$ cat src/rtl/aes_key_sched_ctrl.sv
// ---------------------------------------------------------------------------
// aes_key_sched_ctrl
//
// Sequencer for the pipelined AES-256 key-expansion engine. It buffers one
// pending 256-bit cipher key and waits until the cipher core is idle before
// rekeying. It then loads the two 128-bit halves into the expander, pulses
// the expansion start and times the expansion. After that it flags the
// round-key bank as valid.
//
// Ports
//   clk, rst       : clock, synchronous active-high reset
//   key_in         : new cipher key ([255:128] = round key 0, [127:0] = rk 1)
//   key_in_valid   : requester offers key_in
//   key_in_ready   : pending buffer empty (transfer on valid && ready)
//   cipher_busy    : cipher core mid-block, round keys must not change
//   ke_key         : 128-bit key bus to the expander
//   ke_load0/1     : expander load strobes for round key 0 / round key 1
//   ke_enable      : one-cycle expansion start
//   rk_valid       : round-key bank complete and stable
//   rk_done        : one-cycle pulse when rk_valid rises
//   key_gen        : count of completed expansions (wraps)
//   busy           : controller is rekeying (not IDLE and not READY)
// ---------------------------------------------------------------------------
module aes_key_sched_ctrl #(
    parameter int EXP_CYCLES = 28,
    parameter int GEN_W      = 4
) (
    input  logic               clk,
    input  logic               rst,
    input  logic [255:0]       key_in,
    input  logic               key_in_valid,
    output logic               key_in_ready,
    input  logic               cipher_busy,
    output logic [127:0]       ke_key,
    output logic               ke_load0,
    output logic               ke_load1,
    output logic               ke_enable,
    output logic               rk_valid,
    output logic               rk_done,
    output logic [GEN_W-1:0]   key_gen,
    output logic               busy
);

    localparam int CNT_W = (EXP_CYCLES > 1) ? $clog2(EXP_CYCLES) : 1;
    localparam logic [CNT_W-1:0] CNT_LAST = CNT_W'(EXP_CYCLES - 1);

    typedef enum logic [2:0] {
        S_IDLE   = 3'd0,
        S_WAIT   = 3'd1,
        S_LOAD0  = 3'd2,
        S_LOAD1  = 3'd3,
        S_START  = 3'd4,
        S_EXPAND = 3'd5,
        S_READY  = 3'd6
    } state_t;

    state_t             state_q, state_d;
    logic               pend_q, pend_d;
    logic [255:0]       pend_key_q;
    logic [255:0]       load_key_q;
    logic [CNT_W-1:0]   cnt_q, cnt_d;
    logic               rk_done_q, rk_done_d;
    logic [GEN_W-1:0]   key_gen_q, key_gen_d;
    logic               accept;
    logic               leave_wait;

    assign key_in_ready = !pend_q;
    assign accept       = key_in_valid && !pend_q;
    assign leave_wait   = (state_q == S_WAIT) && (state_d == S_LOAD0);

    // Control state register
    always_ff @(posedge clk) begin
        if (rst) begin
            state_q   <= S_IDLE;
            pend_q    <= 1'b0;
            cnt_q     <= '0;
            rk_done_q <= 1'b0;
            key_gen_q <= '0;
        end else begin
            state_q   <= state_d;
            pend_q    <= pend_d;
            cnt_q     <= cnt_d;
            rk_done_q <= rk_done_d;
            key_gen_q <= key_gen_d;
        end
    end

    // Key data registers carry no reset; pend_q and the state decide whether
    // their contents are meaningful. The load copy lets a new key be accepted
    // into the pending buffer while the halves of the current key are loaded.
    always_ff @(posedge clk) begin
        if (accept) begin
            pend_key_q <= key_in;
        end
        if (leave_wait) begin
            load_key_q <= pend_key_q;
        end
    end

    // Next-state logic
    always_comb begin
        state_d   = state_q;
        cnt_d     = cnt_q;
        rk_done_d = 1'b0;
        key_gen_d = key_gen_q;

        case (state_q)
            S_IDLE: begin
                if (pend_q) state_d = S_WAIT;
            end
            S_READY: begin
                if (pend_q) state_d = S_WAIT;
            end
            S_WAIT: begin
                if (!cipher_busy) state_d = S_LOAD0;
            end
            S_LOAD0: state_d = S_LOAD1;
            S_LOAD1: state_d = S_START;
            S_START: begin
                cnt_d   = '0;
                state_d = S_EXPAND;
            end
            S_EXPAND: begin
                cnt_d = cnt_q + CNT_W'(1);
                if (cnt_q == CNT_LAST) begin
                    state_d   = S_READY;
                    rk_done_d = 1'b1;
                    key_gen_d = key_gen_q + GEN_W'(1);
                end
            end
            default: state_d = S_IDLE;
        endcase

        // Accept and WAIT->LOAD0 are mutually exclusive: an occupied buffer
        // holds ready low.
        pend_d = pend_q;
        if (accept) begin
            pend_d = 1'b1;
        end else if (leave_wait) begin
            pend_d = 1'b0;
        end
    end

    // Output decode from registered state only
    always_comb begin
        ke_key    = '0;
        ke_load0  = 1'b0;
        ke_load1  = 1'b0;
        ke_enable = 1'b0;
        rk_valid  = 1'b0;
        busy      = 1'b1;

        case (state_q)
            S_IDLE:  busy = 1'b0;
            S_READY: begin
                busy     = 1'b0;
                rk_valid = 1'b1;
            end
            S_LOAD0: begin
                ke_key   = load_key_q[255:128];
                ke_load0 = 1'b1;
            end
            S_LOAD1: begin
                ke_key   = load_key_q[127:0];
                ke_load1 = 1'b1;
            end
            S_START: ke_enable = 1'b1;
            default: ;
        endcase
    end

    assign rk_done = rk_done_q;
    assign key_gen = key_gen_q;

endmodule
$ cat config.mk
export PLATFORM = sky130hd
export DESIGN_NAME = aes_key_sched_ctrl
export DESIGN_NICKNAME = d
export VERILOG_FILES = /design/src/rtl/aes_key_sched_ctrl.sv
export SDC_FILE = /design/constraint.sdc
export NUM_CORES = 1
export LEC_CHECK = 0
export ABC_AREA = 1
export BUFFER_PORTS_ARGS = -buffer_cell sky130_fd_sc_hd__buf_2
export CORE_MARGIN = 8
export CORE_UTILIZATION = 48
export CTS_BUF_LIST = sky130_fd_sc_hd__clkbuf_4 sky130_fd_sc_hd__clkbuf_8 sky130_fd_sc_hd__clkbuf_16
export DETAILED_ROUTE_END_ITERATION = 10
export MAX_ROUTING_LAYER = met4
export PLACE_DENSITY_LB_ADDON = 0.25
export SYNTH_ARGS = -nofsm -noshare
export SYNTH_HDL_FRONTEND = slang
export SYNTH_SLANG_ARGS = --single-unit
$ cat constraint.sdc
create_clock -name clk -period 6.8 [get_ports clk]
set_clock_uncertainty 0.1 [all_clocks]
set_input_delay 0.68 -clock clk [delete_from_list [all_inputs] [get_ports clk]]
set_output_delay 0.68 -clock clk [all_outputs]
set_load 0.005 [all_outputs]
# After elaboration in Yosys (flattened, before gate mapping)
# Cells that the tools add are included.
# Widths: inputs -> output; s select.
[word_totals]
ff_bits = 526
latch_bits = 0
mem_bits_rw = 0
rom_bits = 0
in_bits = 260
elab_cells = 41
n_memories = 0
[op_classes]
addsub = 2
multipliers = 0
n_div = 0
magnitude_cmp = 0
eq_ne = 8
n_shift = 0
mux = 14
bitwise_logic = 1
n_reduce_logical = 9
[ops]
columns = ["operator", "count"]
rows = [
  ["$pmux 128 s2", 1],
  ["$pmux 3 s6", 1],
  ["$pmux 5 s2", 1],
  ["$eq 3x2->1 const B", 3],
  ["$eq 3x3->1 const B", 3],
  ["$mux 3", 3],
  ["$mux 1", 8],
  ["$add 5x1->5 const B", 1],
  ["$eq 5x5->1 const B", 1],
  ["$add 4x1->4 const B", 1],
  ["$reduce_bool 2->1", 2],
  ["$reduce_or 2->1", 2],
  ["$eq 3x1->1 const B", 1],
  ["$logic_not 3->1", 1],
  ["$logic_and 1x1->1", 2],
  ["$reduce_and 2->1", 1],
  ["$logic_not 1->1", 1],
  ["$not 1->1", 1],
]

# Logic depth before layout (Yosys ltp)
# Gate-level depths: netlist of run 1.
[depth]
ltp_word = 7
depth_mapped = 8
mapped_depth_nobuf = 8

# Worst setup path before layout of run 1
# OpenSTA, ideal clock, no wires.
[synth_timing]
kind = "input port to flip-flop"
startpoint = "input cipher_busy"
endpoint = "register load_key_q[0], enable pin"
setup_time_ps = 608
arrival_ps = 5748
path_slack_ps = 344
stages = 3
path_buffers = 0
cell_sequence = "inv_1 -> nand2_1 -> inv_1"
[synth_between]
elab_chain_len = 4
[synth_lines]
columns = ["element", "line", "source"]
rows = [
  ["start, declared", "33", "input logic cipher_busy,"],
  ["$mux 3", "115", "if (!cipher_busy) state_d = S_LOAD0;"],
  ["$pmux 3 s6", "107", "case (state_q)"],
  ["$eq 3x2->1", "69", "assign leave_wait = (state_q == S_WAIT) && (state_d == S_LOAD0);"],
  ["$logic_and 1x1->1", "69", ""],
  ["named net leave_wait", "65", "logic leave_wait;"],
  ["end signal, assigned", "96", "load_key_q <= pend_key_q;"],
  ["end, declared", "60", "logic [255:0] load_key_q;"],
]
# The timed path passes the listed nets, and every way through them passes these cells.
# A chain may end at the register's enable or synchronous reset.

# Final worst setup path of run 1
[layout_timing]
startpoint = "register state_q[1]"
endpoint = "output ke_key[15]"
[layout_between]
elab_chain_len = 2
elab_cells_between_ends = 3
classes_between = "2 x eq/ne; 1 x mux"
[layout_lines]
columns = ["element", "line", "source"]
rows = [
  ["start, declared", "57", "state_t state_q, state_d;"],
  ["start signal, assigned", "80", "state_q <= state_d;"],
  ["$eq 3x2->1", "153", "case (state_q)"],
  ["$pmux 128 s2 (*)", "153", ""],
  ["end, declared", "34", "output logic [127:0] ke_key,"],
]
# Mark *: on every way between the ends. The rest lies on a longest branch, timed or not.

==> flow_metrics.py, run 1 <==
metrics = {
    "floorplan": {
        "die_area_um2": 42600,
        "rows": 69,
        "fp.dieH_um": 206,
        "io_pins": 399,
        "start_util": 0.488,
        "core_area_um2": 35700,
        "dieWidth_um": 206,
    },
    "timing": {
        "worst_slew_pin_slew_ns": 1.14,
        "fin_crit_sh": 0.580,
        "rsz0062_at_grt": "no",
        "min_period_ns": 3.94,
        "relSlewSlack": 0.242,
        "setup_violations": 0,
        "finalHoldViolCount": 0,
        "slew_violations": 0,
        "fin_setup_tns_ns": 0,
        "timing.fmax_mhz": 254,
    },
    "detailed_routing": {
        "vias": 8693,
        "viasPerCell": 5.06,
        "ant_nets": 0,
        "wirelength_um": 37300,
        "route.detailed.drc": 0,
        "wl_per_cell_um": 21.7,
        "drt_iter0_drc": 666,
        "drt_first_pass_iters": 5,
    },
    "placement": {
        "io_buffers": 398,
        "place.gp.congestion": 0.819,
        "dp_hpwl_um": 24700,
    },
    "synth": {
        "synth_compound_area_frac": 0.0688,
        "synthMuxAreaShare": 0,
        "yosysTopAreaCellShare": 0.883,
        "async_flop_share": 0,
        "synth_seq_cells": 526,
        "synth-edff-count": 512,
        "synth_fa_ha_area_frac": 0.00144,
        "synth_cells": 777,
        "synth_largest_area_cell": "edfxtp_1",
        "synthTopCellsByArea": "edfxtp_1, a22o_1, dfxtp_1, buf_6, nand2_1",
        "synth-main-ff-cell": "edfxtp_1",
        "avgSynthCellArea_um2": 22.4,
        "synth_warnings": 0,
        "netlist_area_um2": 17400,
        "synth_simple_gate_area_frac": 0.0136,
        "synthXorXnorAreaFrac": 0.000503,
        "yosysMostFrequentCell": "edfxtp_1",
        "synth_common_cells": "edfxtp_1, a22o_1, nand2_1, nor2_1, dfxtp_1",
        "synth_top_family_by_area": "compound AO/OA/AOI/OAI gates",
        "yosysUniqueCellTypes": 21,
        "synth_nets": 1039,
        "yosysSeqAreaShare": 0.899,
    },
    "clock_tree": {
        "hold_buffers": 0,
        "clkSinkCount": 526,
        "cts.path.max_buffers": 3,
        "cts_buffers": 50,
        "clkLatencyLatePin_ns": 0.57,
        "ctsResizeCount": 0,
        "clk_pin_slew_worst_paths_ns": 0.06,
        "cts_tree": "done",
        "post_cts_buffers": 0,
        "root_buffer": "clkbuf_16",
        "cts-htree-levels": 2,
    },
    "layout": {
        "fin_nets": 1465,
        "post-route-util": 0.605,
        "drive_above_1_share": 0.400,
        "syn2layout_area_growth_pct": 23.9,
    },
    "worst_setup_path": {
        "crit_path_cell_trace": "inv_2 > nor2_1 > nand2_1 > inv_4 > buf_4 > a22o_1 > buf_2",
        "cp-end-kind": "output pin",
        "critPathKind": "reg -> out",
        "cp_slowest_cell": "inv_4",
        "cp_max_fo": 78,
        "crit_arrival_ns": 3.16,
        "critical_path.max_stage_delay_ns": 0.67,
        "worstPathRequired_ns": 6.02,
        "critPathLaunchType": "flop",
    },
    "min_path": {
        "hold_path.class": "in -> reg",
    },
    "power_and_ir_drop": {
        "power_density_nw_per_um2": 338,
        "power.total_mw": 7.29,
        "ir_drop_uv": 272,
        "p_leak_nw": 8.20,
    },
    "global_routing": {
        "antenna_found_initial": 12,
        "grt_pass1_wl_um": 53600,
        "grt_usage": 0.174,
        "grt_pass1_vias": 8979,
        "grt_max_degree": 172,
        "overflow": 0,
    },
    "flow_run": {
        "cap_viol_max_count": 0,
    },
    "outcome": {
        "outcome": "complete, no violations",
    },
}
metrics by stage:
stage	setup slack, ns	std cells	hold slack [ns]	instance area [um2]
floorplan	0.344	777	0.300	17400
global placement	3.67	1612	0.300	19900
detailed placement	3.49	1612	0.305	19900
CTS	2.85	1704	0.138	21500
global route	2.65	1716	0.150	21600
finish	2.86	1717	0.181	21600
path summary, 6_finish.rpt:
path / startpoint / to / slack (ns) / cells after the start
hold / removal: key_in[75] / pend_key_q[75]$_DFFE_PP_ / 0.18 / 1
setup reg to reg: state_q[1]$_SDFF_PP0_ / load_key_q[166]$_DFFE_PP_ / 4.05 / 6
setup / recovery: state_q[1]$_SDFF_PP0_ / ke_key[15] / 2.86 / 7
hold reg to reg: pend_key_q[77]$_DFFE_PP_ / load_key_q[77]$_DFFE_PP_ / 0.31 / 0
registers in the layout, summed over array words and instances, names as in the netlist:
name        count
load_key_q    256
pend_key_q    256
cnt_q           5
key_gen         4
state_q         3
pend_q          1
rk_done         1
layer usage:
metal | track usage | share of wire
met5 | - | 0
met4 | 0.0658 | 0.024
met3 | 0.0439 | 0.079
met2 | 0.282 | 0.50
met1 | 0.209 | 0.40
kinds of logic after synthesis:
logic type,after synthesis
fa+ha+maj,2
buf+inv,48
simple gates,57
xor+xnor,1
flops,526
compound gates,143
critical path, delay by kind of cell, from the launching register on:
family	cells	cell delay (ns)
compound gates	1	0.26
buf+inv	4	1.49
flops	1	0.40
simple gates	2	0.28
power breakdown:
part / switching (mW) / leakage (nW) / internal (mW) / total, mW
logic: 0.323 / 2.46 / 0.183 / 0.506
clock network: 1.13 / 0.835 / 1.67 / 2.80
registers: 0.0803 / 4.90 / 3.91 / 3.99
cell usage in the layout, fill, tap and decap left out, drive strengths merged:
cell        n
dfxtp      14
nand2      31
clkinvlp    4
diode      13
a31oi       1
xor2        1
a22o      128
nor3        4
nand4       2
nor2       15
bufinv      5
clkbuf     66
ha          2
a21oi      10
edfxtp    512
clkinv     17
o21ai       4
buf       403
inv        19
nand3       5
cell type report:
| type | count | area [um2] |
|---|---|---|
| Tap cell | 461 | 577 |
| Fill cell | 2586 | 14100 |
| Multi-Input combinational cell | 203 | 1480 |
| Clock inverter | 26 | 263 |
| Inverter | 19 | 88.8 |
| Clock buffer | 66 | 1430 |
| Sequential cell | 526 | 15700 |
| Timing Repair Buffer | 403 | 2050 |
| Antenna cell | 13 | 32.5 |
No activity file was read; power rests on OpenSTA's default activity.
==> run 2: changes to the inputs <==
--- a/config.mk
+++ b/config.mk
@@ -5,7 +5,7 @@
 export SDC_FILE = /design/constraint.sdc
 export NUM_CORES = 1
 export LEC_CHECK = 0
-export ABC_AREA = 1
+export ABC_AREA = 0
 export BUFFER_PORTS_ARGS = -buffer_cell sky130_fd_sc_hd__buf_2
 export CORE_MARGIN = 8
 export CORE_UTILIZATION = 48
==> constraint.sdc (replaced) <==
create_clock -name clk -period 3.28 [get_ports clk]
set_clock_uncertainty 0.1 [all_clocks]
set_input_delay 0.328 -clock clk [delete_from_list [all_inputs] [get_ports clk]]
set_output_delay 0.328 -clock clk [all_outputs]
set_load 0.005 [all_outputs]
==> run 2 against run 1 <==
Compared with the run above: total power increased by 110%; sequential share of layout area decreased by 8.0 points; via count is 13% higher; combinational power grew to 3.0 times the previous value; first-iteration DRC count is 11% higher.
==> flow_metrics.py, run 2 <==
metrics = {
    "flow_run": {
        "cap_viol_max_count": 0,
    },
    "synth": {
        "synth-main-ff-cell": "edfxtp_1",
        "yosysTopAreaCellShare": 0.884,
        "synth_largest_area_cell": "edfxtp_1",
        "synth_fa_ha_area_frac": 0.00144,
        "yosysSeqAreaShare": 0.900,
        "synth_common_cells": "edfxtp_1, a22o_1, buf_2, dfxtp_1, nor2_1",
        "synthMuxAreaShare": 0.00129,
        "synth_cells": 754,
        "async_flop_share": 0,
        "netlist_area_um2": 17400,
        "synth_top_family_by_area": "compound AO/OA/AOI/OAI gates",
        "synth_compound_area_frac": 0.0705,
        "synthXorXnorAreaFrac": 0.00151,
        "synth_simple_gate_area_frac": 0.0119,
        "synth-edff-count": 512,
        "yosysUniqueCellTypes": 32,
        "synthTopCellsByArea": "edfxtp_1, a22o_1, dfxtp_1, buf_6, buf_2",
        "synth_seq_cells": 526,
        "avgSynthCellArea_um2": 23.1,
        "yosysMostFrequentCell": "edfxtp_1",
        "synth_warnings": 0,
        "synth_nets": 1016,
    },
    "min_path": {
        "hold_depth": 4,
        "hold_path.class": "in -> reg",
        "min_to": "state_q[1]$_SDFF_PP0_",
        "hp-start": "cipher_busy",
    },
    "layout": {
        "fin_nets": 1706,
        "fillers": 2220,
        "syn2layout_area_growth_pct": 39.4,
        "final_cell_mix": "edfxtp_1, buf_2, dlygate4sd3_1",
        "mostFrequentLayoutCell": "edfxtp_1",
        "drive_above_1_share": 0.339,
        "top_regs": "load_key_q x256, pend_key_q x256, cnt_q x5",
        "final_cells": 1951,
    },
    "clock_tree": {
        "root_buffer": "clkbuf_16",
        "ctsResizeCount": 0,
        "post_cts_buffers": 0,
        "cts.path.max_buffers": 3,
        "hold_buffers": 258,
        "cts_buffers": 51,
        "cts_tree": "done",
        "clk_pin_slew_worst_paths_ns": 0.06,
        "cts-htree-levels": 2,
        "clkLatencyLatePin_ns": 0.55,
        "clkSinkCount": 526,
    },
    "detailed_routing": {
        "dr_wl_met3_um": 2490,
        "wirelength_um": 41200,
        "vias": 9825,
        "ant_nets": 0,
        "met1Wirelength_um": 15500,
        "wl_per_cell_um": 21.1,
        "route.detailed.drc": 0,
        "drt_first_pass_iters": 4,
        "routed.top_layer": "met4",
        "viasPerCell": 5.04,
        "dr_wl_met2_um": 21900,
        "drt_iter0_drc": 742,
    },
    "power_and_ir_drop": {
        "p_leak_nw": 9.21,
        "power_density_nw_per_um2": 637,
        "ir_drop_uv": 538,
    },
    "timing": {
        "setup_slack_ns": 0.288,
        "finalHoldViolCount": 0,
        "worst_slew_pin_slew_ns": 0.787,
        "rsz0062_at_grt": "no",
        "fin_setup_tns_ns": 0,
        "timing.fmax_mhz": 334,
        "min_period_ns": 2.99,
        "fin_crit_sh": 0.912,
        "relSlewSlack": 0.475,
        "setup_violations": 0,
        "slew_violations": 0,
        "holdWs_ns": 0.157,
    },
    "worst_setup_path": {
        "worstReg2RegStart": "state_q[0]$_SDFF_PP0_",
        "rr_endpoint": "load_key_q[148]$_DFFE_PP_",
        "cp_max_fo": 42,
        "critPathKind": "reg -> out",
        "crit_arrival_ns": 2.56,
        "worstPathRequired_ns": 2.85,
        "cp-end-kind": "output pin",
        "ff2ff_path_depth": 3,
        "critPathLaunchType": "flop",
        "ff2ff_setup_slack_ns": 1.06,
    },
    "global_routing": {
        "antenna_found_initial": 9,
        "grt_pass1_vias": 10700,
        "overflow": 0,
        "grt_max_degree": 130,
        "grt_pass1_wl_um": 60500,
        "grt_usage": 0.194,
    },
    "placement": {
        "dp_slack_ns": 0.817,
        "place.gp.congestion": 0.821,
        "dp_hpwl_um": 24700,
        "dp.cells": 1594,
        "io_buffers": 398,
    },
    "floorplan": {
        "fp.dieH_um": 206,
        "dieWidth_um": 206,
        "die_area_um2": 42600,
        "rows": 69,
        "core_area_um2": 35700,
        "io_pins": 399,
        "start_util": 0.488,
    },
    "outcome": {
        "outcome": "complete, no violations",
    },
}
## run 2: layout make-up
type                       count  area (um2)  share of cell area
tap                          461         577              0.0238
timing repair buffer         669        4770               0.197
multi-input combinational    193        1540              0.0636
antenna                       10        25.0             0.00103
sequential                   526       15700               0.646
clock buffer                  63        1370              0.0566
clock inverter                26         295              0.0122
inverter                       3        11.3            0.000464
## run 2: how the worst max path moves through the flow
| stage | from | end | slack [ns] | depth (start not counted) |
|---|---|---|---|---|
| after CTS | state_q[2]$_SDFF_PP0_ | ke_key[43] | 0.20 | 5 |
| after global placement | state_q[2]$_SDFF_PP0_ | ke_key[51] | 0.89 | 5 |
| after detailed placement | state_q[2]$_SDFF_PP0_ | ke_key[43] | 0.82 | 5 |
| after floorplan | state_q[1]$_SDFF_PP0_ | pend_q$_SDFFE_PP0P_ | -3.86 | 3 |
| final | state_q[0]$_SDFF_PP0_ | ke_key[51] | 0.29 | 4 |
| after global routing | state_q[2]$_SDFF_PP0_ | ke_key[2] | 0.09 | 5 |
## run 2: per-layer routing
| layer | GRT usage | vias up |
|---|---|---|
| met5 | - | - |
| met1 | 0.219 | 4872 |
| met4 | 0.0815 | 0 |
| met3 | 0.0408 | 85 |
| met2 | 0.332 | 376 |
| li1 | - | 4492 |
## run 2: cells by family (layout without fill, tap and decap cells)
| family | after synthesis | count (layout) |
|---|---|---|
| simple gates | 39 | 39 |
| other cells | 0 | 10 |
| mux | 2 | 2 |
| fa+ha+maj | 2 | 2 |
| xor+xnor | 3 | 3 |
| compound gates | 147 | 147 |
| flops | 526 | 526 |
| buf+inv | 35 | 761 |
## run 2: power by group
group	switching, mW	internal (mW)	total [mW]
combinational	0.800	0.720	1.52
clock	2.35	3.45	5.80
sequential	0.153	7.98	8.13
## run 2: worst max-delay path: stages (launching register included)
cell and delay (ns):
dfxtp_1 0.66, and2_4 0.65, buf_4 0.32, a22o_1 0.21, buf_2 0.15
## run 2: through the flow
step	cell area, um2	utilization	power [mW]
5_1_grt	24300	0.680	16.0
3_5_place_dp	20000	0.560	9.53
2_1_floorplan	17400	-	8.93
4_1_cts	24200	0.679	15.6
6_report	24300	0.680	15.4
3_3_place_gp	20000	0.560	9.49
